===== config.mk =====
export PLATFORM = sky130hd
export DESIGN_NAME = phase_sequencer
export DESIGN_NICKNAME = d
export VERILOG_FILES = /design/src/rtl/phase_sequencer.sv
export SDC_FILE = /design/constraint.sdc
export NUM_CORES = 1
export LEC_CHECK = 0
export CAP_MARGIN = 20
export CORE_AREA = 2 2 59 61
export DETAILED_ROUTE_END_ITERATION = 7
export DIE_AREA = 0 0 61 63
export GPL_ROUTABILITY_DRIVEN = 0
export GPL_TIMING_DRIVEN = 0
export PLACE_DENSITY_LB_ADDON = 0.1
export RECOVER_POWER = 25
export SETUP_SLACK_MARGIN = 0.15
export SYNTH_ARGS = -nofsm -noshare
export SYNTH_HDL_FRONTEND = slang
export SYNTH_SLANG_ARGS = --single-unit
export TNS_END_PERCENT = 20

===== constraint.sdc =====
create_clock -name clk -period 4.1 [get_ports clk]
set_clock_uncertainty 0.2 [all_clocks]
set_input_delay 0.615 -clock clk [delete_from_list [all_inputs] [get_ports clk]]
set_output_delay 0.615 -clock clk [all_outputs]
set_load 0.05 [all_outputs]

===== src/rtl/phase_sequencer.sv =====
`default_nettype none
// ============================================================================
// Module      : phase_sequencer
// Description : Produces the five one-hot per-instruction phase strobes
//               (IF, ID, ALU, MEM, RB_BR) from a single system clock.
//               Handles halt (branch_opcode == 3'b000), the interrupt wait
//               state, and MEM-phase stretching on mem_ready.
//               Define PHASE_SEQ_PERF_EN to build in the retired-instruction
//               and RUN-cycle performance counters. When it is undefined,
//               both counter ports are tied to zero.
// Revision    : 1.0 - initial release
// ============================================================================
module phase_sequencer #(
    parameter int CNT_W      = 32,
    parameter int AUTO_START = 0
) (
    input  logic             clk,
    input  logic             rst_n,
    input  logic             start,
    input  logic [2:0]       branch_opcode,
    input  logic             interrupt,
    input  logic             mem_ready,
    input  logic             int_ack,
    output logic             IF_clk,
    output logic             ID_clk,
    output logic             ALU_clk,
    output logic             MEM_clk,
    output logic             RB_BR_clk,
    output logic             running,
    output logic             halted,
    output logic             int_pending,
    output logic [CNT_W-1:0] retired_cnt,
    output logic [CNT_W-1:0] cycle_cnt
);

    typedef enum logic [1:0] {
        ST_IDLE     = 2'd0,
        ST_RUN      = 2'd1,
        ST_HALTED   = 2'd2,
        ST_INT_WAIT = 2'd3
    } state_e;

    typedef enum logic [2:0] {
        PH_IF    = 3'd0,
        PH_ID    = 3'd1,
        PH_ALU   = 3'd2,
        PH_MEM   = 3'd3,
        PH_RB_BR = 3'd4
    } phase_e;

    state_e state_q, state_d;
    phase_e phase_q, phase_d;
    logic   halt_q;
    logic   int_q;
    // One-shot kick that replaces start on the first cycle after reset when
    // AUTO_START is set. The first IF strobe is still a real registered edge.
    logic   auto_go_q;

    // Next-state and next-phase selection
    always_comb begin
        state_d = state_q;
        phase_d = phase_q;
        case (state_q)
            ST_IDLE: begin
                if (start || auto_go_q) begin
                    state_d = ST_RUN;
                    phase_d = PH_IF;
                end
            end
            ST_HALTED: begin
                if (start) begin
                    state_d = ST_RUN;
                    phase_d = PH_IF;
                end
            end
            ST_INT_WAIT: begin
                if (int_ack) begin
                    state_d = ST_RUN;
                    phase_d = PH_IF;
                end
            end
            ST_RUN: begin
                case (phase_q)
                    PH_IF:  phase_d = PH_ID;
                    PH_ID:  phase_d = PH_ALU;
                    PH_ALU: phase_d = PH_MEM;
                    PH_MEM: begin
                        if (mem_ready) begin
                            phase_d = PH_RB_BR;
                        end
                    end
                    PH_RB_BR: begin
                        // Halt wins over a pending interrupt.
                        phase_d = PH_IF;
                        if (halt_q) begin
                            state_d = ST_HALTED;
                        end else if (int_q) begin
                            state_d = ST_INT_WAIT;
                        end
                    end
                    default: phase_d = PH_IF;
                endcase
            end
            default: begin
                state_d = ST_IDLE;
                phase_d = PH_IF;
            end
        endcase
    end

    // State, sampled flags and registered outputs decoded from the next state
    always_ff @(posedge clk or negedge rst_n) begin
        if (!rst_n) begin
            state_q     <= ST_IDLE;
            phase_q     <= PH_IF;
            halt_q      <= 1'b0;
            int_q       <= 1'b0;
            auto_go_q   <= (AUTO_START != 0);
            IF_clk      <= 1'b0;
            ID_clk      <= 1'b0;
            ALU_clk     <= 1'b0;
            MEM_clk     <= 1'b0;
            RB_BR_clk   <= 1'b0;
            running     <= 1'b0;
            halted      <= 1'b0;
            int_pending <= 1'b0;
        end else begin
            state_q   <= state_d;
            phase_q   <= phase_d;
            auto_go_q <= 1'b0;

            // The interrupt flag is captured only during the ALU phase.
            if (state_q == ST_RUN && phase_q == PH_ALU) begin
                int_q <= interrupt;
            end
            // Halt is captured only on the MEM cycle that actually advances.
            if (state_q == ST_RUN && phase_q == PH_MEM && mem_ready) begin
                halt_q <= (branch_opcode == 3'b000);
            end
            // Both flags are dropped as a fresh instruction begins.
            if (state_d == ST_RUN && phase_d == PH_IF) begin
                halt_q <= 1'b0;
                int_q  <= 1'b0;
            end

            IF_clk      <= (state_d == ST_RUN) && (phase_d == PH_IF);
            ID_clk      <= (state_d == ST_RUN) && (phase_d == PH_ID);
            ALU_clk     <= (state_d == ST_RUN) && (phase_d == PH_ALU);
            MEM_clk     <= (state_d == ST_RUN) && (phase_d == PH_MEM);
            RB_BR_clk   <= (state_d == ST_RUN) && (phase_d == PH_RB_BR);
            running     <= (state_d == ST_RUN);
            halted      <= (state_d == ST_HALTED);
            int_pending <= (state_d == ST_INT_WAIT);
        end
    end

`ifdef PHASE_SEQ_PERF_EN
    localparam logic [CNT_W-1:0] CNT_ONE = {{(CNT_W-1){1'b0}}, 1'b1};

    logic [CNT_W-1:0] retired_q;
    logic [CNT_W-1:0] cycle_q;

    // Free-running wrap-around counters of RUN cycles and completed RB_BR phases
    always_ff @(posedge clk or negedge rst_n) begin
        if (!rst_n) begin
            retired_q <= '0;
            cycle_q   <= '0;
        end else begin
            if (state_q == ST_RUN) begin
                cycle_q <= cycle_q + CNT_ONE;
            end
            if (state_q == ST_RUN && phase_q == PH_RB_BR) begin
                retired_q <= retired_q + CNT_ONE;
            end
        end
    end

    assign retired_cnt = retired_q;
    assign cycle_cnt   = cycle_q;
`else
    assign retired_cnt = '0;
    assign cycle_cnt   = '0;
`endif

endmodule
`default_nettype wire


After elaboration in Yosys (flattened, before gate mapping). Cells that the tools add are included.

Register bits: 15. Bits in latches: 0. Memory bits (writable): 0. Bits in read-only memories: 0. Input bits: 9. Output and inout port bits: 72. Word-level logic and storage cells: 56. Memories kept: 0.

$add $sub $neg: 0. $mul: 0. Divide/modulo/power cells: 0. $lt $le $gt $ge: 0. Eq/ne operators: 14. Shifts and indexed selects: 0. Multiplexer cells: 15. Bitwise gates (word level): 0. Reductions and logical operators: 15.

Operators with widths (count): 3-bit by 2-bit == test with 1-bit output (second input constant) (4); 3-bit case mux with 4 select lines (1); 2-bit two-way mux (5); 3-bit logical NOT (3); 3-bit two-way mux (3); 3-bit case mux with 3 select lines (1); 2-bit == test (second input constant) (4); 1-bit logical AND (8); 3-bit by 1-bit == test with 1-bit output (second input constant) (2); 3-bit == test (second input constant) (2); 2-bit case mux with 3 select lines (1); 2-bit by 1-bit == test with 1-bit output (second input constant) (2); 1-bit two-way mux (4); 2-bit nonzero test (2); 2-bit logical NOT (1); 2-bit OR reduction (1).

Depth between registers and ports, before layout. Gate-level depths: netlist of the first run.

Word-level depth: 7. Depth in mapped cells: 5. Gate-level depth less buffers: 4.

Worst setup path after synthesis of the first run. Ideal clock, no wire load.

Kind: input-to-reg. Start point: in start. End point: reg int_q. Library setup time: 0.095 ns. Arrival time: 1.149 ns. Data required time: 3.805 ns. Path slack: 2.655 ns. Cell stages on the path: 3. Path buffers: 0. Path through: o22ai_2 -> nor3_1 -> o31ai_1.

Longest elaborated chain between the ends: 5. Elaborated cells between the ends (all ways): 9. Classes of those cells: eq/ne: 1; mux: 5; reduce/logical: 3.

Ends and longest elaborated chain: start, declared (line 19) `input logic start,`; 2-bit two-way mux or 3-bit two-way mux (tied branches) (line 65, 71); 2-bit case mux with 3 select lines or 3-bit case mux with 3 select lines (tied branches) (line 63) `case (state_q)`; 2-bit by 1-bit == test with 1-bit output or 3-bit logical NOT (tied branches) (line 141) `if (state_d == ST_RUN && phase_d == PH_IF) begin`; 1-bit logical AND (*) (line 141); 1-bit two-way mux or 2-bit nonzero test (tied branches); end signal, assigned (line 134) `int_q <= interrupt;`; end, declared (line 54) `logic int_q;`.

Every way passes the cells marked *; elsewhere a longest branch is shown, timed or not. A chain may end at the register's enable or synchronous reset.

Worst setup path in the final report of the first run.
Start point: reg MEM_clk. End point: out MEM_clk.

RTL lines: start, declared (line 27) `output logic MEM_clk,`; start signal, assigned (line 149) `MEM_clk <= (state_d == ST_RUN) && (phase_d == PH_MEM);`.

No word-level cell between the ends.

==> summary.txt, run 1 <==
Status
  • Outcome: completed

Place
  • IO buf count: 16
  • Placed inst area: around 1600 µm²
  • Dpl ws: 1.99 ns
  • Dpl cells: 249
  • Dpl hpwl: roughly 1600 µm

Timing
  • Min Hold Slack: ~0.32 ns
  • Period Utilization, post-route: a little over half
  • Worst-Margin Slew: a little under 0.7 ns
  • Max-slew headroom: 54.9%
  • RSZ-0062 raised after global routing: no
  • Post-route setup TNS: 0 ns
  • Achievable Freq: between 400 and 500 MHz
  • Final Max Slew Viols: 0
  • # setup viols final: 0
  • Final WS setup: 1.88 ns
  • Min cycle time layout: 2.22 ns
  • Final hold vios: 0

Worst setup path
  • Cell family with most CP delay: buffers and inverters
  • Worst Reg-to-Reg Cells: 4
  • CP max-delay cell: clkdlybuf4s50_1
  • Crit end category: output port
  • R2r setup slk: roughly 2.5 ns
  • Required @ worst endpoint: between 3 and 4 ns
  • CP Data Arrival Time: around 1.4 ns
  • CP max stage delay: approximately 0.79 ns
  • Reg2reg start: state_q[0]
  • Worst-path maximum fanout: 1
  • CP Buf/Inv Count: 1
  • Setup CP Type: flop to output port
  • Stages on the worst setup path: 1
  • Worst R2R End: halt_q
  • Critical path, cell by cell: clkdlybuf4s50_1
  • Startpoint types: flop
  • Crit path from: MEM_clk
  • Setup crit end: MEM_clk

Clock tree
  • Hold-fix buffers at CTS: 0
  • Num CTS Buffers: 3
  • CTS Buffer Depth: 2
  • H-Tree Depth: 1
  • Clock sinks: 15
  • Post-CTS Setup Bufs: 0
  • CTS tree: built
  • Clk slew on worst S/H paths: about 0.08 ns
  • Clk root buf: clkbuf_4
  • Worst-Skew Late Latency: about 0.28 ns
  • Post-cts resize count: 0

Detailed routing
  • DRC: 0
  • DR pass1 iterations: 4
  • Overall via count from detail_route: 830
  • Antenna viol nets, final: 0
  • Vias per cell: about 3.3
  • DR iter-0 viols: 17
  • Total wire length: between 1500 and 2000 µm
  • Wire per inst: between 7 and 8 µm

Run
  • Max cap viols: 0

Pwr
  • Max VDD drop: roughly 0.00015 V
  • Pleak: around 0.94 nW
  • Pwr dens: about 470 nW/µm²

Floorplanning
  • Floorplan core area: approximately 3200 µm²
  • Die area: 3840 µm²
  • I/O pin cnt: 81
  • Starting Density: between 30% and 40%
  • Die Y-Extent: around 63 µm
  • # rows: 21
  • Die X: approximately 61 µm

Hold path
  • Type of the most critical hold path: flop to flop
  • Hold Path Cell Cnt: 1

Yosys
  • Netlist cell types: 24
  • Post-Syn Instances: ~120
  • Synth Flop Type: dfrtp_1
  • Synth Area per Inst: between 9 and 10 µm²
  • Post-synthesis mux area share: less than 1%
  • Post-synthesis xor/xnor area fraction: 0%
  • Largest family of logic cells by synthesized area: buffers and inverters
  • Asr flop ratio synth: 100%
  • Number of synthesized flops with an enable pin: 0
  • Post-Synth Simple-Gate Area: about an eighth
  • Post-synthesis compound-gate area fraction: 7.34%
  • Yosys reg bits: 15
  • Post-Syn Area: around 1100 µm²
  • Ys Warns: 0
  • Synth Area in Adders: 0%
  • Sequential share of the synthesized area: 33.4%

Final layout
  • Antenna diodes: 0
  • Filler cell count: approximately 330
  • Layout cells sized above 1: between 30% and 40%
  • Final non-filler cell total: about 250
  • Final instance area: 1600 µm²
  • # nets final: between 200 and 250
  • Area growth syn-to-layout: 42.5%

Global routing
  • Gr usage total: a little over a tenth
  • Grt ovf: 0
  • First-pass GRT wire length: 3280 µm
  • Largest net degree at the start of global routing: 16
  • GR Util met3: under 10%
  • Gr busiest metal: met2
  • Vias in the first global route: between 800 and 900
  • Initial antenna violation count: 0
  • GR Layer Usage met2: around 19%
  • Global routing usage on met1: 12.8%
==> cell usage after synthesis (2+ instances only) <==
library cell  number  area, µm²
buf_4             65        488
inv_1              3       11.3
nor3_1             4       20.0
dfrtp_1           15        375
nand2_1            4       15.0
nor2_1             7       26.3
nand3_1            2       10.0
o21ai_0            2       10.0
a21oi_1            7       35.0
==> placed cells by master (no fill, tap or decap), drive strengths merged <==
cell,n
inv,3
conb,64
dlygate4sd3,1
nand2,4
or3b,1
nand4b,1
o21ai,2
nor3b,1
clkbuf,4
mux2i,1
nor3,5
a21oi,7
nor2b,1
buf,66
a22o,1
o31ai,1
nand3,2
nand4bb,1
nor2,8
dfrtp,15
o22ai,1
clkdlybuf4s50,15
and3,1
a21o,1
==> per-layer routing <==
layer	vias to the layer above	wire length, µm
met5	-	0
met3	0	169
met4	0	0
li1	436	-
met2	31	1020
met1	363	720
==> power breakdown <==
| group | leakage, nW | internal, mW | switching [mW] | total [mW] |
|---|---|---|---|---|
| sequential | 0.188 | 0.192 | 0.0200 | 0.212 |
| clock | 0.0150 | 0.0377 | 0.0436 | 0.0813 |
| combinational | 0.733 | 0.142 | 0.311 | 0.453 |
==> cells by family (layout without fill, tap and decap cells) <==
group / after synthesis / in the layout
buffers and inverters: 69 / 89
AND/OR/NAND/NOR: 25 / 25
flip-flops: 15 / 15
AO/OA/AOI/OAI: 13 / 13
other: 1 / 64
multiplexers: 1 / 1
==> sequential cells by signal, indices dropped and copies added, names as in the netlist <==
name and count:
running 1, halted 1, ALU_clk 1, ID_clk 1, IF_clk 1, int_q 1
halt_q 1, phase_q 3, state_q 2, MEM_clk 1, int_pending 1, RB_BR_clk 1
==> cell type report <==
class	count	area (µm²)	share of cell area, %
inverters	3	11.3	0.703
clock buffers	4	26.3	1.64
flip-flops and latches	15	375	23.4
well taps	46	57.6	3.59
plain buffers	66	493	30.8
multi-input cells	103	479	29.9
repair buffers	16	160	9.99
==> metrics by stage <==
stage          power [mW]  utilization [%]
2_1_floorplan       0.585                -
3_3_place_gp        0.665             48.9
3_5_place_dp        0.671             48.9
4_1_cts             0.754             49.7
5_1_grt             0.794             49.6
6_report            0.746             49.6
==> worst min path at each step <==
stage / slack, ns / to / from
2_1_floorplan: 0.12 / ALU_clk / rst_n
3_3_place_gp: 0.31 / state_q[0] / halt_q
3_5_place_dp: 0.31 / state_q[0] / halt_q
4_1_cts: 0.32 / state_q[0] / halt_q
5_1_grt: 0.35 / state_q[0] / halt_q
6_report: 0.32 / state_q[0] / halt_q
(Power assumes the default switching activity.)
==> run 2, diff against run 1 <==
--- a/config.mk
+++ b/config.mk
@@ -6,9 +6,9 @@
 export NUM_CORES = 1
 export LEC_CHECK = 0
 export CAP_MARGIN = 20
-export CORE_AREA = 2 2 59 61
+export CORE_AREA = 2 2 61 63
 export DETAILED_ROUTE_END_ITERATION = 7
-export DIE_AREA = 0 0 61 63
+export DIE_AREA = 0 0 63 65
 export GPL_ROUTABILITY_DRIVEN = 0
 export GPL_TIMING_DRIVEN = 0
 export PLACE_DENSITY_LB_ADDON = 0.1
==> constraint.sdc (replaced) <==
create_clock -name clk -period 2.3 [get_ports clk]
set_clock_uncertainty 0.2 [all_clocks]
set_input_delay 0.345 -clock clk [delete_from_list [all_inputs] [get_ports clk]]
set_output_delay 0.345 -clock clk [all_outputs]
set_load 0.05 [all_outputs]
==> summary.txt, run 2 (same netlist as run 1, synthesis figures left out) <==
Pwr
  • Sw frac: 49.8% (-0.47 points)
  • Net Sw Power: 662 µW (+77%)
  • Combinational share of power: 60.9% (+0.2 points)
  • Register share of total power: 28.3% (about the same)
  • Power Total: 1.33 mW (+78%)
  • Clock share of power: 10.7% (-0.2 points)
  • Max VDD drop: 0.000237 V (+61%)
  • Pleak: 0.933 nW (-0.33%)
  • Pwr dens: 827 nW/µm² (+78%)
  • Internal power: 668 µW (+80%)

Timing
  • Period Utilization, post-route: between 80 and 90%
  • Final hold vios: 0 (unchanged)
  • RSZ-0062 raised after global routing: no
  • Post-route setup TNS: 0 ns (unchanged)
  • Achievable Freq: just over 500 MHz
  • Max-slew headroom: 55.8% (+0.85 points)
  • Final Max Slew Viols: 0 (unchanged)
  • Min cycle time layout: slightly below 2 ns
  • # setup viols final: 0 (unchanged)
  • Worst-Margin Slew: 0.661 ns (-0.0127 ns)

Clock tree
  • Hold-fix buffers at CTS: 0 (unchanged)
  • Clk slew on worst S/H paths: 0.08 ns (about the same)
  • Num CTS Buffers: 3 (unchanged)
  • H-Tree Depth: 1 (unchanged)
  • CTS Buffer Depth: 2 (unchanged)
  • Clk root buf: clkbuf_4
  • CTS tree: built
  • Clock sinks: 15 (unchanged)
  • Post-CTS Setup Bufs: 0 (unchanged)
  • Post-cts resize count: 0 (unchanged)
  • Worst-Skew Late Latency: 0.28 ns (about the same)

Worst setup path
  • CP Data Arrival Time: 1.41 ns (about the same)
  • Crit end category: output port
  • Critical path, cell by cell: clkdlybuf4s50_1
  • Worst-path maximum fanout: 1 (unchanged)
  • CP Buf/Inv Count: 1 (unchanged)
  • R2r setup slk: 0.73 ns (-1.74 ns)
  • Setup crit end: MEM_clk
  • Worst Reg-to-Reg Cells: 4 (unchanged)
  • CP max-delay cell: clkdlybuf4s50_1
  • Setup CP Type: flop to output port
  • Reg2reg start: state_q[1]
  • Cell family with most CP delay: buffers and inverters
  • Worst R2R End: int_q
  • Crit path from: MEM_clk
  • Startpoint types: flop
  • Required @ worst endpoint: 1.75 ns (-1.53 ns)
  • CP max stage delay: 0.80 ns (about the same)
  • Stages on the worst setup path: 1 (unchanged)

Place
  • Dpl hpwl: 1590 µm (-2.1%)
  • IO buf count: 16 (unchanged)
  • Placed inst area: 1580 µm² (+0.16%)

Floorplanning
  • Die X: 63 µm (+3.3%)
  • Die area: 4100 µm² (+6.6%)
  • Floorplan core area: 3500 µm² (+8.2%)
  • Starting Density: 32.2% (-2.6 points)
  • # rows: 22 (+4.8%)
  • I/O pin cnt: 81 (unchanged)
  • Die Y-Extent: 65 µm (+3.2%)

Detailed routing
  • Overall via count from detail_route: 841 (+1.3%)
  • Vias per cell: 3.30 (+0.53%)
  • DRC: 0 (unchanged)
  • Wire length on met1: 689 µm (-4.3%)
  • Met3 wire len: 153 µm (-9.5%)
  • Wire length on met2: 950 µm (-6.5%)
  • DR iter-0 viols: 20 (+3)
  • DR pass1 iterations: 4 (unchanged)
  • Antenna viol nets, final: 0 (unchanged)
  • Wire per inst: 7.14 µm (-5.3%)
  • Top layer reached by signal wires: met4
  • Total wire length: 1820 µm (-4.5%)

Final layout
  • Most common cell after layout, fill and taps aside: buf_4
  • Top flop regs: phase_q x3, state_q x2
  • Most flops, register: phase_q
  • Antenna diodes: 0 (unchanged)
  • Layout cells sized above 1: 36.2% (+0.48 points)
  • Number of flip-flops in the largest register: 3 (unchanged)
  • Final instance area: 1610 µm² (+0.31%)
  • # nets final: 217 (unchanged)
  • Commonest non-fill, non-tap cells in the layout: 65 x buf_4, 64 x conb_1, 15 x dfrtp_1, 15 x clkdlybuf4s50_1
  • Filler cell count: 371 (+11%)
  • Area growth syn-to-layout: 42.9%

Status
  • Outcome: completed

Run
  • Max cap viols: 0 (unchanged)

Global routing
  • Grt ovf: 0 (unchanged)
  • Vias in the first global route: 728 (-9.3%)
  • Initial antenna violation count: 0 (unchanged)
  • Largest net degree at the start of global routing: 16 (unchanged)
  • Gr usage total: 9.06% (-1.7 points)
  • First-pass GRT wire length: 2930 µm (-11%)

Hold path
  • Type of the most critical hold path: flop to flop
run 2: power groups by stage:
stage / sequential, mW / clock, mW / combinational (mW)
6_report: 0.377 / 0.142 / 0.810
5_1_grt: 0.389 / 0.169 / 0.859
4_1_cts: 0.379 / 0.151 / 0.810
3_5_place_dp: 0.384 / 0 / 0.809
3_3_place_gp: 0.383 / 0 / 0.804
2_1_floorplan: 0.518 / 0 / 0.526
run 2: area by class of cell:
cell class	count	area [µm²]	share of cell area [%]
Sequential cell	15	375	23.3
Clock buffer	4	26.3	1.63
Inverter	3	11.3	0.700
Tap cell	48	60.1	3.74
Buffer	66	493	30.7
Multi-Input combinational cell	103	482	30.0
Timing Repair Buffer	16	160	9.96
run 2: metal layers:
layer,vias up,track usage [%]
li1,438,-
met2,44,15.7
met5,-,0
met4,0,4.17
met1,355,10.3
met3,4,2.60
run 2: worst min path at each step:
stage                     cells past startpoint    endpoint    from  slack, ns
after floorplan                               0     ALU_clk   rst_n      -0.15
after global placement                        1  state_q[0]  halt_q       0.31
after detailed placement                      1  state_q[0]  halt_q       0.32
after CTS                                     1  state_q[1]   rst_n       0.29
after global routing                          1  state_q[0]  halt_q       0.36
final                                         1  state_q[0]  halt_q       0.32
run 2: stage by stage:
stage,util (%),setup WS (ns),std cells,hold WS (ns)
detailed placement,45.2,0.447,251,0.317
floorplan,-,0.884,187,-0.151
global route,46.0,0.284,255,0.364
CTS,46.0,0.326,255,0.287
global placement,45.2,0.474,251,0.312
finish,46.0,0.343,255,0.321
run 2: worst register-to-register path, delay by kind of cell, from the launching register on:
kind	cells	cell delay, ns
compound gates	1	0.24
simple gates	3	0.60
flops	1	0.44
